`src/rtl/instr_mem_loader_pkg.sv`:
```
// Shared CPU-side definitions for the instruction-memory loader:
// loader state encoding, bus widths and state-class helpers.
package cpu_pkg;

   localparam int INSTR_W = 16;
   localparam int BYTE_W  = 8;

   typedef enum logic [3:0] {
      IDLE,
      CNT_HI,
      CNT_LO,
      DATA_HI,
      DATA_LO,
      WRITE,
      CHK,
      DONE,
      ERR
   } loader_state_t;

   // States in which the loader takes a byte from the stream
   function automatic logic accepts_byte(loader_state_t s);
      return s inside {CNT_HI, CNT_LO, DATA_HI, DATA_LO, CHK};
   endfunction

   function automatic logic is_busy(loader_state_t s);
      return !(s inside {IDLE, DONE, ERR});
   endfunction

endpackage

```
`src/rtl/instr_mem_loader_if.sv`:
```
// Byte-stream input and instruction-memory write port of the loader.
// master = loader side, slave = byte source / memory side.
interface instr_mem_loader_if #(
   parameter int ADDR_W = 16
);
   import cpu_pkg::*;

   logic                rx_valid;
   logic [BYTE_W-1:0]   rx_data;
   logic                rx_ready;
   logic [ADDR_W-1:0]   mem_addr;
   logic [INSTR_W-1:0]  mem_wdata;
   logic                mem_wren;

   modport master (
      input  rx_valid,
      input  rx_data,
      output rx_ready,
      output mem_addr,
      output mem_wdata,
      output mem_wren
   );

   modport slave (
      output rx_valid,
      output rx_data,
      input  rx_ready,
      input  mem_addr,
      input  mem_wdata,
      input  mem_wren
   );

endinterface

```
`src/rtl/instr_mem_loader_byte_pair_assembler.sv`:
```
// Holds the high/low bytes of the instruction word being received and
// the running XOR checksum of all consumed frame bytes.
module byte_pair_assembler
   import cpu_pkg::*;
(
   input  logic               clk,
   input  logic               reset,
   input  logic               clear,
   input  logic               csum_en,
   input  logic               hi_en,
   input  logic               lo_en,
   input  logic [BYTE_W-1:0]  data_in,
   output logic [INSTR_W-1:0] word,
   output logic [BYTE_W-1:0]  csum
);

   logic [1:0]        lane_en;
   logic [BYTE_W-1:0] lane_reg [2];
   logic [BYTE_W-1:0] csum_reg;

   assign lane_en = {hi_en, lo_en};

   // Lane 1 is the high byte (sent first), lane 0 the low byte
   genvar gi;
   generate
      for (gi = 0; gi < 2; gi++) begin : g_lane
         always_ff @(posedge clk) begin
            if (reset) begin
               lane_reg[gi] <= '0;
            end else if (lane_en[gi]) begin
               lane_reg[gi] <= data_in;
            end
         end
      end
   endgenerate

   always_ff @(posedge clk) begin
      if (reset || clear) begin
         csum_reg <= '0;
      end else if (csum_en) begin
         csum_reg <= csum_reg ^ data_in;
      end
   end

   assign word = {lane_reg[1], lane_reg[0]};
   assign csum = csum_reg;

endmodule

```
`src/rtl/instr_mem_loader.sv`:
```
// Receives a framed byte stream, writes the 16-bit words sequentially into
// instruction memory and holds the CPU in reset while loading or failed.
module instr_mem_loader
   import cpu_pkg::*;
#(
   parameter int DEPTH  = 256,
   parameter int ADDR_W = 16
)(
   input  logic              clk,
   input  logic              reset,
   input  logic              start,
   instr_mem_loader_if.master bus,
   output logic              cpu_hold,
   output logic              busy,
   output logic              done,
   output logic              error,
   output logic [ADDR_W-1:0] loaded_words
);

   localparam logic [16:0] DEPTH_L = 17'(DEPTH);

   loader_state_t       state_reg, state_next;
   logic [INSTR_W-1:0]  count_reg;
   logic [ADDR_W-1:0]   word_idx_reg;
   logic                rx_ready_reg;
   logic                mem_wren_reg;
   logic                cpu_hold_reg;
   logic                busy_reg;
   logic                done_reg;
   logic                error_reg;

   logic                fire;
   logic                load_begin;
   logic                last_word;
   logic [INSTR_W-1:0]  count_full;
   logic [INSTR_W-1:0]  word;
   logic [BYTE_W-1:0]   csum;

   assign fire       = bus.rx_valid && rx_ready_reg;
   assign load_begin = start && (state_reg == IDLE || state_reg == ERR);
   assign count_full = {count_reg[15:8], bus.rx_data};
   assign last_word  = (32'(word_idx_reg) + 32'd1) == 32'(count_reg);

   byte_pair_assembler u_asm (
      .clk     (clk),
      .reset   (reset),
      .clear   (load_begin),
      .csum_en (fire && state_reg inside {CNT_HI, CNT_LO, DATA_HI, DATA_LO}),
      .hi_en   (fire && state_reg == DATA_HI),
      .lo_en   (fire && state_reg == DATA_LO),
      .data_in (bus.rx_data),
      .word    (word),
      .csum    (csum)
   );

   always_comb begin
      state_next = state_reg;
      unique case (state_reg)
         IDLE:    if (start) state_next = CNT_HI;
         CNT_HI:  if (fire) state_next = CNT_LO;
         CNT_LO: begin
            if (fire) begin
               if ({1'b0, count_full} > DEPTH_L) begin
                  state_next = ERR;
               end else if (count_full == '0) begin
                  state_next = CHK;
               end else begin
                  state_next = DATA_HI;
               end
            end
         end
         DATA_HI: if (fire) state_next = DATA_LO;
         DATA_LO: if (fire) state_next = WRITE;
         WRITE:   state_next = last_word ? CHK : DATA_HI;
         CHK: begin
            if (fire) state_next = (bus.rx_data == csum) ? DONE : ERR;
         end
         DONE:    state_next = IDLE;
         ERR:     if (start) state_next = CNT_HI;
         default: state_next = IDLE;
      endcase
   end

   // Outputs are decoded from the next state so they line up with it
   always_ff @(posedge clk) begin
      if (reset) begin
         state_reg    <= IDLE;
         count_reg    <= '0;
         word_idx_reg <= '0;
         rx_ready_reg <= 1'b0;
         mem_wren_reg <= 1'b0;
         cpu_hold_reg <= 1'b0;
         busy_reg     <= 1'b0;
         done_reg     <= 1'b0;
         error_reg    <= 1'b0;
      end else begin
         state_reg    <= state_next;
         rx_ready_reg <= accepts_byte(state_next);
         busy_reg     <= is_busy(state_next);
         mem_wren_reg <= (state_next == WRITE);
         done_reg     <= (state_next == DONE);
         cpu_hold_reg <= (state_next != IDLE);

         if (load_begin) begin
            error_reg    <= 1'b0;
            word_idx_reg <= '0;
            count_reg    <= '0;
         end else begin
            if (state_next == ERR) error_reg <= 1'b1;
            if (fire && state_reg == CNT_HI) count_reg[15:8] <= bus.rx_data;
            if (fire && state_reg == CNT_LO) count_reg[7:0] <= bus.rx_data;
            if (state_reg == WRITE) word_idx_reg <= word_idx_reg + ADDR_W'(1);
         end
      end
   end

   assign bus.rx_ready  = rx_ready_reg;
   assign bus.mem_wren  = mem_wren_reg;
   assign bus.mem_addr  = word_idx_reg;
   assign bus.mem_wdata = word;

   assign cpu_hold     = cpu_hold_reg;
   assign busy         = busy_reg;
   assign done         = done_reg;
   assign error        = error_reg;
   assign loaded_words = word_idx_reg;

endmodule

```
`src/flat_wrapper.sv`:
```
// flat-port wrapper written by rule: the top's interface ports become plain ports
module instr_mem_loader_flat import cpu_pkg::*;
#(
   parameter int DEPTH  = 256,
   parameter int ADDR_W = 16
)
  (clk, reset, start, cpu_hold, busy, done, error, loaded_words, bus_rx_valid, bus_rx_data, bus_rx_ready, bus_mem_addr, bus_mem_wdata, bus_mem_wren);
  instr_mem_loader_if #(.ADDR_W(ADDR_W)) bus_i ();
  input  logic clk;
  input  logic reset;
  input  logic start;
  output logic cpu_hold;
  output logic busy;
  output logic done;
  output logic error;
  output logic [ADDR_W-1:0] loaded_words;
  input wire logic [$bits(bus_i.rx_valid)-1:0] bus_rx_valid;
  input wire logic [$bits(bus_i.rx_data)-1:0] bus_rx_data;
  output wire logic [$bits(bus_i.rx_ready)-1:0] bus_rx_ready;
  output wire logic [$bits(bus_i.mem_addr)-1:0] bus_mem_addr;
  output wire logic [$bits(bus_i.mem_wdata)-1:0] bus_mem_wdata;
  output wire logic [$bits(bus_i.mem_wren)-1:0] bus_mem_wren;
  assign bus_i.rx_valid = bus_rx_valid;
  assign bus_i.rx_data = bus_rx_data;
  assign bus_rx_ready = bus_i.rx_ready;
  assign bus_mem_addr = bus_i.mem_addr;
  assign bus_mem_wdata = bus_i.mem_wdata;
  assign bus_mem_wren = bus_i.mem_wren;
  instr_mem_loader #(.DEPTH(DEPTH), .ADDR_W(ADDR_W)) u_core (.clk(clk), .reset(reset), .start(start), .bus(bus_i), .cpu_hold(cpu_hold), .busy(busy), .done(done), .error(error), .loaded_words(loaded_words));
endmodule
```
`config.mk`:
```
export PLATFORM = sky130hd
export DESIGN_NAME = instr_mem_loader_flat
export DESIGN_NICKNAME = d
export VERILOG_FILES = /design/src/rtl/instr_mem_loader_pkg.sv /design/src/rtl/instr_mem_loader_if.sv /design/src/rtl/instr_mem_loader_byte_pair_assembler.sv /design/src/rtl/instr_mem_loader.sv /design/src/flat_wrapper.sv
export SDC_FILE = /design/constraint.sdc
export NUM_CORES = 1
export LEC_CHECK = 0
export ABC_AREA = 1
export CAP_MARGIN = 20
export CORE_MARGIN = 4
export CORE_UTILIZATION = 45
export CTS_BUF_LIST = sky130_fd_sc_hd__clkbuf_2 sky130_fd_sc_hd__clkbuf_4 sky130_fd_sc_hd__clkbuf_8
export DETAILED_ROUTE_END_ITERATION = 10
export PLACE_DENSITY = 0.79
export SLEW_MARGIN = 20
export SYNTH_ARGS = -nofsm -noshare
export SYNTH_HDL_FRONTEND = slang
export SYNTH_SLANG_ARGS = --single-unit
```
`constraint.sdc`:
```
create_clock -name clk -period 5.8 [get_ports clk]
set_clock_uncertainty 0.2 [all_clocks]
set_input_delay 1.16 -clock clk [delete_from_list [all_inputs] [get_ports clk]]
set_output_delay 1.16 -clock clk [all_outputs]
set_load 0.02 [all_outputs]
```
Yosys cells after proc, flatten, opt, wreduce, memory -nomap -nowiden
Memories as Yosys holds them, arrays and structs flattened.
Index checks and enable logic that the tools add are counted.

storage, ports and cells
  bits in writable memories = 16
  memories kept = 1
  register bits after elaboration = 50
  word-level logic and storage cells = 75
  input port bits = 12

operators by class
  reductions and logical operators = 19
  $lt $le $gt $ge = 1
  add/subtract/negate cells = 2
  muxes and demuxes = 21
  bitwise operators = 3
  eq/ne operators = 17

memories
  memory                 words  bits a word  read ports  clocked after Yosys merged registers in  wr ports  RTL line                                    RTL
  u_core.u_asm.lane_reg  2      8            2           0                                        2         instr_mem_loader_byte_pair_assembler.sv:18  logic [BYTE_W-1:0] lane_reg [2];

operators by type and width
  operator                 count
  $eq A32 B16 Y1           1
  $mux W4                  8
  $eq A4 B3 Y1 const B     7
  $pmux W4 S7              1
  $add A16 B1 Y17 const B  1
  $add A16 B1 Y16 const B  1
  $eq A4 B2 Y1 const B     4
  $gt A16 B9 Y1 const B    1
  $logic_not A16 Y1        1
  $mux W8                  2
  $eq A4 B1 Y1 const B     2
  $eq A4 B4 Y1 const B     2
  $eq A8 B8 Y1             1
  $logic_not A4 Y1         2
  $mux W1                  8
  $reduce_bool A4 Y1       2
  $xor A8 B8 Y8            1
  $logic_and A1 B1 Y1      7
  $mux W3                  2
  $reduce_bool A5 Y1       1
  $reduce_or A2 Y1         2
  $reduce_bool A3 Y1       1
  $logic_or A1 B1 Y1       2
  $or A1 B1 Y1             2
  $logic_not A1 Y1         1

Logic depth before layout (Yosys ltp)
Gate-level depths: netlist of the first run.

  depth in word-level cells = 8
  mapped depth = 17
  gate-level depth less buffers = 17

Modules after synthesis
From an unflattened synthesis of the first run, not the netlist that was laid out.

second synthesis, totals
  cells, all modules = 530
  area total of the unflattened synthesis = 3724.8 µm²

by module, submodules not included
  module               cells each  times used  sequential area each (µm²)  area each (µm²)
  instr_mem_loader     442         1           840.8                       2777.7
  byte_pair_assembler  88          1           640.6                       947.2

Least setup slack after synthesis of the first run
Ideal clock, no wire load.

  kind = in2reg
  start = input bus_rx_data[7]
  end = register u_core.busy_reg (netlist: u_core.busy)
  setup time = 0.114 ns
  stages on the path = 10
  arrival time = 2.259 ns
  setup slack = 3.227 ns
  cell sequence = xnor2_1 nand2_1 nor3_1 nand3_1 nand3_1 o21ai_0 nor2_1 nand3_1 o21ai_2 nor2_1

on the way
  word-level cells in the longest chain between the ends = 8
  elaborated cells between the ends (all ways) = 14

ends and longest elaborated chain
  what                                                   RTL line                    RTL
  from (decl)                                            flat_wrapper.sv:18          input wire logic [$bits(bus_i.rx_data)-1:0] bus_rx_data;
  branches (longest 4 deep; another with $gt A16 B9 Y1)  -
  $pmux W4 S7 (*)                                        instr_mem_loader.sv:58      unique case (state_reg)
  $eq A4 B3 Y1 (tied with other cells)                   instr_mem_loader_pkg.sv:26  return !(s inside {IDLE, DONE, ERR});
  $reduce_bool A3 Y1 (*)                                 instr_mem_loader_pkg.sv:26
  $logic_not A1 Y1 (*)                                   instr_mem_loader_pkg.sv:26
  to (signal assigned)                                   instr_mem_loader.sv:99      busy_reg <= is_busy(state_next);
  to (decl)                                              instr_mem_loader.sv:28      logic busy_reg;

Mark *: on every way between the ends.
A chain may end at the register's enable or synchronous reset.

Worst setup path in the final report of the first run
  start = input reset
  end = register u_core.word_idx_reg[4] (netlist: u_core.bus.mem_addr[4])

on the way
  word-level cells in the longest chain between the ends = 1

ends and longest elaborated chain
  what                               RTL line                 RTL
  from (decl)                        flat_wrapper.sv:10       input logic reset;
  $reduce_or A2 Y1 (no source line)  -
  to (signal assigned)               instr_mem_loader.sv:112  if (state_reg == WRITE) word_idx_reg <= word_idx_reg + ADDR_W'(1);
  to (decl)                          instr_mem_loader.sv:24   logic [ADDR_W-1:0] word_idx_reg;

No other way between the ends.

==> flow_summary.yaml, run 1 <==
status:
  status: "finished clean"
setup_path:
  crit_top_cell: "inv_1"
  path_class: "in2reg"
  worstReg2RegStart: "u_core.bus.mem_addr[0]$_SDFFE_PP0P_"
  crit_fanout: 32
  worstSetupEndpointType: "register"
  crit_chain: "clkdlybuf4s50_1 -> inv_1 -> nand2_1 -> inv_1 -> o21ai_0 -> a31oi_1"
  crit_slowest_cell: "inv_1"
  r2r_cells: 14
  crit_buf_inv: 3
  critPathRequiredTime_ps: 5880
  start_kind: "input pin"
  path_delay_family: "buffers and inverters"
  slowest_delay_ps: 740
  critPathArrivalTime_ps: 3420
  r2r-end: "u_core.busy$_SDFF_PP0_"
  r2r_slack_ps: 3250
timing:
  tightest_slew_ps: 883
  min_period_ps: 3330
  setup_viol: 0
  hold_viol_final: 0
  relSlewSlack: 0.409
  max_freq_ghz: 0.300
  tns_ps: 0
  period_share: 0.575
  rsz0062_at_grt: "false"
  report.final.slew_viol_count: 0
global_route:
  grt_max_degree: 33
  antenna_found_initial: 0
  first_global_vias: 3225
  gr-usage-all-layers: 0.192
  grt_pass1_wl_um: 14800
  grt-ovfl-total: 0
pwr:
  power_mw: 1.00
  p_clk_frac: 0.429
  cellInternalPower_uw: 753
  switching_share: 0.248
  p_leak_nw: 1.87
  power_density_nw_per_um2: 229
  peakVddDrop_mv: 0.185
  combPwrFrac: 0.086
  switchingPower_uw: 248
  seqPwrFrac: 0.485
logic_synthesis:
  yosys.cell_types.count: 32
  synth_edf_count: 16
  syn-num-nets: 517
  synth_area_per_cell_um2: 7.02
  synth_top_area_frac: 0.283
  synth_area_leaders: "dfxtp_1, edfxtp_1, nand2_1, inv_1, nor2_1"
  synth_most_common_cell: "nand2_1"
  synthTopCellsByCount: "nand2_1, inv_1, nor2_1"
  ys_seq_area_frac: 0.419
  synth_warnings: 0
  async_flop_share: 0
  netlist_area_um2: 3540
  yosys.area.top_type: "dfxtp_1"
  syn_inst: 504
  ys.flop_type: "dfxtp_1"
  synth_seq_cells: 66
die:
  fp.dieW_um: 96.6
  core_um2: 7690
  die_h_um: 96.6
  die_area_um2: 9340
  rows: 32
  initial_utilization: 0.460
  ios: 66
clocking:
  cts_buffers: 9
  path_clk_slew_ps: 70
  clockBufferDepth: 2
  tritoncts: "yes"
  cts_hold_buf: 0
  cts_resized: 0
  postCtsSetupBuffers: 0
  ctsHtreeMaxLevel: 3
  numClockSinks: 66
  clock-root-buffer: "clkbuf_8"
  clkLatencyLatePin_ps: 360
route:
  drc: 0
  wl_met1_um: 3780
  met2WireLength_um: 4320
  viasPerCell: 5.19
  ant_nets: 0
  top_layer_used: "met4"
  route.met3.wl_um: 567
  totalWireLength_um: 8880
  firstDrtPassIters: 5
  vias: 3435
  initialDrtViolationCount: 169
  wl_per_cell_um: 13.4
hold_path:
  holdPathStages: 2
  min_from: "u_core.count_reg[13]$_SDFFE_PP0P_"
  hold_end: "u_core.count_reg[13]$_SDFFE_PP0P_"
  worstHoldPathType: "reg2reg"
layout:
  antenna_cells: 0
  fin_nets: 568
  layout-drive-gt1-share: 0.0571
  nFillCells: 702
  seq_area_um2: 1480
  multi_input_area_um2: 1610
  area_delta_synth_final_pct: 23.9
place:
  portBuffers: 65
  dp_hpwl_um: 6620
  gp_congestion: 0.889
flow_run:
  drv_cap: 0
[how the worst max path moves through the flow]
stage / start / endpoint / slack [ps] / cells past startpoint
finish: reset / u_core.bus.mem_addr[4]$_SDFFE_PP0P_ / 2470 / 6
detailed placement: reset / u_core.count_reg[0]$_SDFFE_PP0P_ / 2210 / 6
CTS: reset / u_core.bus.mem_addr[4]$_SDFFE_PP0P_ / 2510 / 6
global route: reset / u_core.bus.mem_addr[4]$_SDFFE_PP0P_ / 2210 / 6
floorplan: bus_rx_data[7] / u_core.busy$_SDFF_PP0_ / 3230 / 10
global placement: reset / u_core.bus.mem_addr[4]$_SDFFE_PP0P_ / 2300 / 6
[through the flow]
| stage | area [µm²] | setup slack (ps) | hold slack (ps) | utilization | cells |
|---|---|---|---|---|---|
| after floorplan | 3540 | 3230 | 263 | - | 504 |
| after global routing | 4380 | 2210 | 348 | 0.570 | 662 |
| after detailed placement | 4160 | 2210 | 291 | 0.542 | 646 |
| after global placement | 4160 | 2300 | 284 | 0.542 | 646 |
| final | 4380 | 2470 | 302 | 0.570 | 662 |
| after CTS | 4380 | 2510 | 301 | 0.570 | 662 |
[routing by layer]
layer,track usage,vias to the layer above
li1,-,1708
met1,0.238,1563
met2,0.323,141
met3,0.0346,23
met4,0.0896,0
met5,0,-
[final cells by class]
| cell class | count | area share |
|---|---|---|
| inverter | 76 | 0.0651 |
| tap | 102 | 0.0291 |
| timing repair buffer | 66 | 0.150 |
| sequential | 66 | 0.338 |
| clock inverter | 7 | 0.0214 |
| multi-input combinational | 336 | 0.368 |
| clock buffer | 9 | 0.0283 |
[worst register-to-register path, cell delays in order (launching register included)]
cell,delay [ps]
dfxtp_1,490
ha_1,250
nand3_2,130
nor2_1,290
nand4_1,170
nand3_1,120
nand2_1,70
nor2_1,100
nand2_1,80
nor2_2,100
nand2_1,50
nand2_1,100
nand3_1,130
o21ai_2,150
nor2_1,50
[cell usage in the layout (no fill, tap or decap), types with 3 or more instances in the layout]
cell,synthesis,layout
a21oi_1,35,35
clkbuf_8,0,9
clkdlybuf4s50_1,0,65
dfxtp_1,50,50
edfxtp_1,16,16
inv_1,73,73
nand2_1,100,100
nand3_1,41,41
nand4_1,12,12
nor2_1,71,71
nor2_2,4,4
nor2_4,3,3
nor3_1,5,5
o211ai_1,4,4
o21ai_0,37,37
xnor2_1,4,4
xor2_1,7,7
[cell families after synthesis]
logic type | share of synthesized area
AO/OA/AOI/OAI | 0.123
XOR/XNOR | 0.0272
adder cells (fa/ha/maj) | 0.00354
buffers and inverters | 0.126
flip-flops | 0.419
AND/OR/NAND/NOR | 0.302
[power by group through the flow]
stage	clock (mW)	combinational, mW	sequential [mW]
global route	0.450	0.0963	0.486
global placement	0	0.0849	0.496
floorplan	0	0.0421	0.504
CTS	0.435	0.0863	0.485
detailed placement	0	0.0857	0.496
finish	0.430	0.0862	0.486
Note: power is estimated with default switching activity, not from simulation.
==> inputs of run 2 (changes only) <==
Settings changed: PLACE_DENSITY 0.79 to 0.82.
Clock period 5.8 ns to 2.9 ns, I/O delays scaled along.
==> run 2 against run 1 <==
Power increased by 100%. Setup slack got worse by 2100 ps. Final cell count increased by 0.76%. Largest power group unchanged. Final area increased by 1.0%. Critical path type is now reg2reg. Sequential power increased by 100%. Count of clock-buffer cells in the layout unchanged.
==> flow_summary.yaml, run 2 (synthesized netlist as in run 1, its figures left out) <==
route:
  met2WireLength_um: 4380
  wl_per_cell_um: 13.7
  wl_met1_um: 3900
  initialDrtViolationCount: 173
  top_layer_used: "met4"
  firstDrtPassIters: 5
  totalWireLength_um: 9140
  drc: 0
  vias: 3502
  viasPerCell: 5.25
  ant_nets: 0
  route.met3.wl_um: 658
clocking:
  ctsHtreeMaxLevel: 3
  cts_hold_buf: 0
  clkLatencyLatePin_ps: 340
  cts_resized: 0
  clock-root-buffer: "clkbuf_8"
  postCtsSetupBuffers: 0
  clockBufferDepth: 2
  path_clk_slew_ps: 80
  cts_buffers: 9
  tritoncts: "yes"
  numClockSinks: 66
place:
  gp_congestion: 0.965
  dp_hpwl_um: 6820
  dp_cells: 651
  post-place-ws_ps: 153
  portBuffers: 65
timing:
  whs_ps: 299
  max_freq_ghz: 0.392
  tightest_slew_ps: 475
  setup_viol: 0
  period_share: 0.880
  min_period_ps: 2550
  rsz0062_at_grt: "false"
  report.final.slew_viol_count: 0
  hold_viol_final: 0
  tns_ps: 0
  setup_ws_ps: 348
  relSlewSlack: 0.683
global_route:
  first_global_vias: 3173
  antenna_found_initial: 0
  grt-ovfl-total: 0
  grt_pass1_wl_um: 15000
  gr-usage-all-layers: 0.191
  grt_max_degree: 33
layout:
  multi_input_area_um2: 1610
  area_delta_synth_final_pct: 25.1
  nFillCells: 714
  final_cells: 667
  fin_nets: 573
  antenna_cells: 0
  layout-drive-gt1-share: 0.0673
  seq_area_um2: 1480
  final_common_cell: "nand2_1"
  layout_common_cells: "nand2_1, inv_1, nor2_1"
setup_path:
  worstSetupEndpointType: "register"
  path_class: "reg2reg"
  r2r_slack_ps: 350
  crit_top_cell: "nand2_1"
  critPathArrivalTime_ps: 2590
  crit_chain: "ha_1 -> nand3_2 -> nor2_1 -> nand4_1 -> nand3_1 -> nand2_1 -> nor2_1 -> nand2_1 -> nor2_2 -> nand2_1 -> nand2_1 -> nand3_1 -> o21ai_2 -> nor2_1"
  crit_slowest_cell: "dfxtp_1"
  slowest_delay_ps: 430
  path_delay_family: "simple AND/OR/NAND/NOR gates"
  crit_fanout: 6
  crit_buf_inv: 0
  start_kind: "register"
  critPathRequiredTime_ps: 2940
die:
  initial_utilization: 0.460
  rows: 32
  die_area_um2: 9340
  fp.dieW_um: 96.6
  ios: 66
  core_um2: 7690
  die_h_um: 96.6
hold_path:
  worstHoldPathType: "reg2reg"
pwr:
  power_density_nw_per_um2: 460
  p_leak_nw: 1.90
  power_mw: 2.03
  peakVddDrop_mv: 0.284
flow_run:
  drv_cap: 0
status:
  status: "finished clean"
run 2: cell count changes in the layout (fill, tap and decap cells not counted):
| cell | change |
|---|---|
| buf_4 | +5 |
| inv_6 | +3 |
| clkinv_1 | -1 |
| clkinv_4 | -1 |
| clkinvlp_4 | -1 |
run 2: report_power, final:
group | internal, mW | switching (mW) | total (mW)
Clock | 0.493 | 0.391 | 0.885
Combinational | 0.0675 | 0.112 | 0.180
Sequential | 0.960 | 0.00998 | 0.970
run 2: layout make-up:
cell class              instances  area share
well taps                     102      0.0288
clock inverters                 7      0.0226
repair buffers                 71       0.157
multi-input cells             336       0.364
flip-flops and latches         66       0.335
clock buffers                   9      0.0280
inverters                      76      0.0645
run 2: metal layers:
metal  track usage  vias to the layer above
met1         0.246                     1584
met5             0                        -
met2         0.322                      176
li1              -                     1720
met4        0.0648                        0
met3        0.0368                       22
run 2: path summary, 6_finish.rpt:
check / depth (start not counted) / from / to
max: 14 / u_core.bus.mem_addr[1]$_SDFFE_PP0P_ / u_core.busy$_SDFF_PP0_
min: 2 / u_core.error$_SDFFE_PP0N_ / u_core.error$_SDFFE_PP0N_
max reg2reg: 14 / u_core.bus.mem_addr[1]$_SDFFE_PP0P_ / u_core.busy$_SDFF_PP0_
min reg2reg: 2 / u_core.error$_SDFFE_PP0N_ / u_core.error$_SDFFE_PP0N_
run 2: stage by stage:
stage,cell area [µm²],util
finish,4420,0.576
global route,4420,0.576
CTS,4420,0.576
detailed placement,4200,0.546
global placement,4200,0.546
floorplan,3540,-
run 2: worst reg2reg max path: cells and delay by family, from the launching register on:
kind,cells,cell delay (ps)
DFF,1,430
and+or+nand+nor,12,1400
adders and majority gates,1,240
AOI/OAI and AO/OA,1,160
==> inputs of run 3 (changes only) <==
Settings changed: ABC_CLOCK_PERIOD_IN_PS set to 2900, SYNTH_HIERARCHICAL set to 1.
==> run 3 against run 2 <==
Clock power down 16%. First-iteration DRC count up 32%. Power fell by 3.3%. Utilization up 0.60 points. Setup slack better by 45 ps. Critical endpoint is now u_core/cpu_hold$_SDFF_PP0_. Highest routed layer unchanged.
==> flow_summary.yaml, run 3 <==
clocking:
  cts_resized: 0
  path_clk_slew_ps: 70
  tritoncts: "yes"
  clock-root-buffer: "clkbuf_8"
  ctsHtreeMaxLevel: 3
  postCtsSetupBuffers: 0
  numClockSinks: 66
  cts_hold_buf: 0
  clockBufferDepth: 2
  cts_buffers: 9
  clkLatencyLatePin_ps: 340
layout:
  layout_common_cells: "nand2_1, inv_1, nor2_1"
  final_common_cell: "nand2_1"
  final_cells: 697
  final_area_um2: 4590
  fin_nets: 603
  area_delta_synth_final_pct: 23.1
  antenna_cells: 0
  layout-drive-gt1-share: 0.0975
die:
  ios: 66
  rows: 32
  initial_utilization: 0.472
  fp.dieW_um: 99.0
  die_area_um2: 9800
  core_um2: 7890
  die_h_um: 99.0
logic_synthesis:
  synth_most_common_cell: "nand2_1"
  netlist_area_um2: 3720
  synth_area_leaders: "dfxtp_1, edfxtp_1, nand2_1, nand3_1, inv_1"
  synth_top_area_frac: 0.269
  synth_seq_cells: 66
  syn-num-nets: 543
  synthTopCellsByCount: "nand2_1, inv_1, nor2_1"
  synth_edf_count: 16
  yosys.cell_types.count: 33
  ys.flop_type: "dfxtp_1"
  yosys.area.top_type: "dfxtp_1"
  synth_warnings: 6
  async_flop_share: 0
  synth_area_per_cell_um2: 7.03
  ys_seq_area_frac: 0.398
  syn_inst: 530
timing:
  setup_viol: 0
  report.final.slew_viol_count: 0
  hold_viol_final: 0
  relSlewSlack: 0.724
  period_share: 0.864
  max_freq_ghz: 0.399
  tightest_slew_ps: 414
  min_period_ps: 2510
  tns_ps: 0
  rsz0062_at_grt: "false"
setup_path:
  worstSetupEndpointType: "register"
  crit_top_cell: "nand2_1"
  crit_chain: "clkdlybuf4s50_1 -> inv_1 -> or2_2 -> nand3_1 -> nor2_1 -> nand2_1 -> nand2_1 -> nand2_1 -> inv_1 -> nor3_1 -> nand3_1 -> nor2_2 -> nor2_1"
  slowest_delay_ps: 490
  critPathArrivalTime_ps: 2540
  critPathRequiredTime_ps: 2940
  path_class: "in2reg"
  worstReg2RegStart: "u_core/bus.mem_addr[0]$_SDFFE_PP0P_"
  start_kind: "input pin"
  crit_start: "bus_rx_data[0]"
  crit_fanout: 4
  crit_slowest_cell: "clkdlybuf4s50_1"
route:
  vias: 3627
  wl_per_cell_um: 13.0
  viasPerCell: 5.20
  ant_nets: 0
  drc: 0
  totalWireLength_um: 9080
  initialDrtViolationCount: 229
  firstDrtPassIters: 5
place:
  dp_hpwl_um: 6880
  gp_congestion: 0.965
  dp_cells: 681
  placed_cell_area_um2: 4400
  portBuffers: 65
pwr:
  peakVddDrop_mv: 0.281
  power_density_nw_per_um2: 429
  p_leak_nw: 1.91
global_route:
  grt-ovfl-total: 0
  grt_max_degree: 26
  antenna_found_initial: 0
  first_global_vias: 3267
  grt_pass1_wl_um: 14800
  gr-usage-all-layers: 0.186
hold_path:
  min_from: "u_core/count_reg[4]$_SDFFE_PP0P_"
  worstHoldPathType: "reg2reg"
status:
  status: "finished clean"
flow_run:
  drv_cap: 0
run 3: cell count changes after synthesis, moves of 3 or more:
cell	before	now
nor2_1	71	67
inv_1	73	77
nand3_2	1	5
nand2_2	2	7
nor2_4	3	6
o211ai_1	4	8
or2_2	0	4
o21ai_0	37	28
xor2_1	7	2
nor3_1	5	2
nand3_1	41	61
run 3: routing by layer:
metal	vias to the layer above	track usage	routed length, µm
met1	1653	0.228	3940
met2	135	0.305	4230
met4	0	0.0851	231
met3	19	0.0502	673
li1	1820	-	-
met5	-	0	0
run 3: per-stage QoR:
stage                     total power, mW  utilization  hold slack (ps)  setup slack, ps
final                                1.97        0.582              286              394
after global routing                 2.06        0.582              292              134
after CTS                            1.99        0.582              282              403
after global placement               1.24        0.558              268              138
after detailed placement             1.24        0.558              272             31.2
after floorplan                      1.14            -              244              621
run 3: critical path: cells and delay by family:
kind | cells | cell delay [ps]
buffers and inverters | 3 | 640
AND/OR/NAND/NOR | 10 | 1310
run 3: area by class of cell:
cell class,count,area (µm²)
fill,740,3300
sequential,66,1480
clock inverter,6,57.6
inverter,81,304
tap,102,128
multi-input combinational,356,1750
clock buffer,10,131
timing repair buffer,76,733
run 3: power breakdown:
| group | switching, mW | internal (mW) |
|---|---|---|
| Combinational | 0.150 | 0.0958 |
| Sequential | 0.0122 | 0.966 |
| Clock | 0.346 | 0.399 |
| Total | 0.508 | 1.46 |
run 3: cell families (layout without fill, tap and decap cells):
family / Yosys count / count (layout) / synth area share
flip-flops: 66 / 66 / 0.398
buffers and inverters: 108 / 173 / 0.132
AO/OA/AOI/OAI: 75 / 75 / 0.110
XOR/XNOR: 8 / 8 / 0.0188
adder cells (fa/ha/maj): 1 / 1 / 0.00336
AND/OR/NAND/NOR: 272 / 272 / 0.338
run 3: final timing paths:
kind / to / slack [ps] / cells past startpoint
setup / recovery: u_core/cpu_hold$_SDFF_PP0_ / 390 / 13
hold / removal: u_core/count_reg[4]$_SDFFE_PP0P_ / 290 / 2
setup reg to reg: u_core/cpu_hold$_SDFF_PP0_ / 400 / 12
hold reg to reg: u_core/count_reg[4]$_SDFFE_PP0P_ / 290 / 2
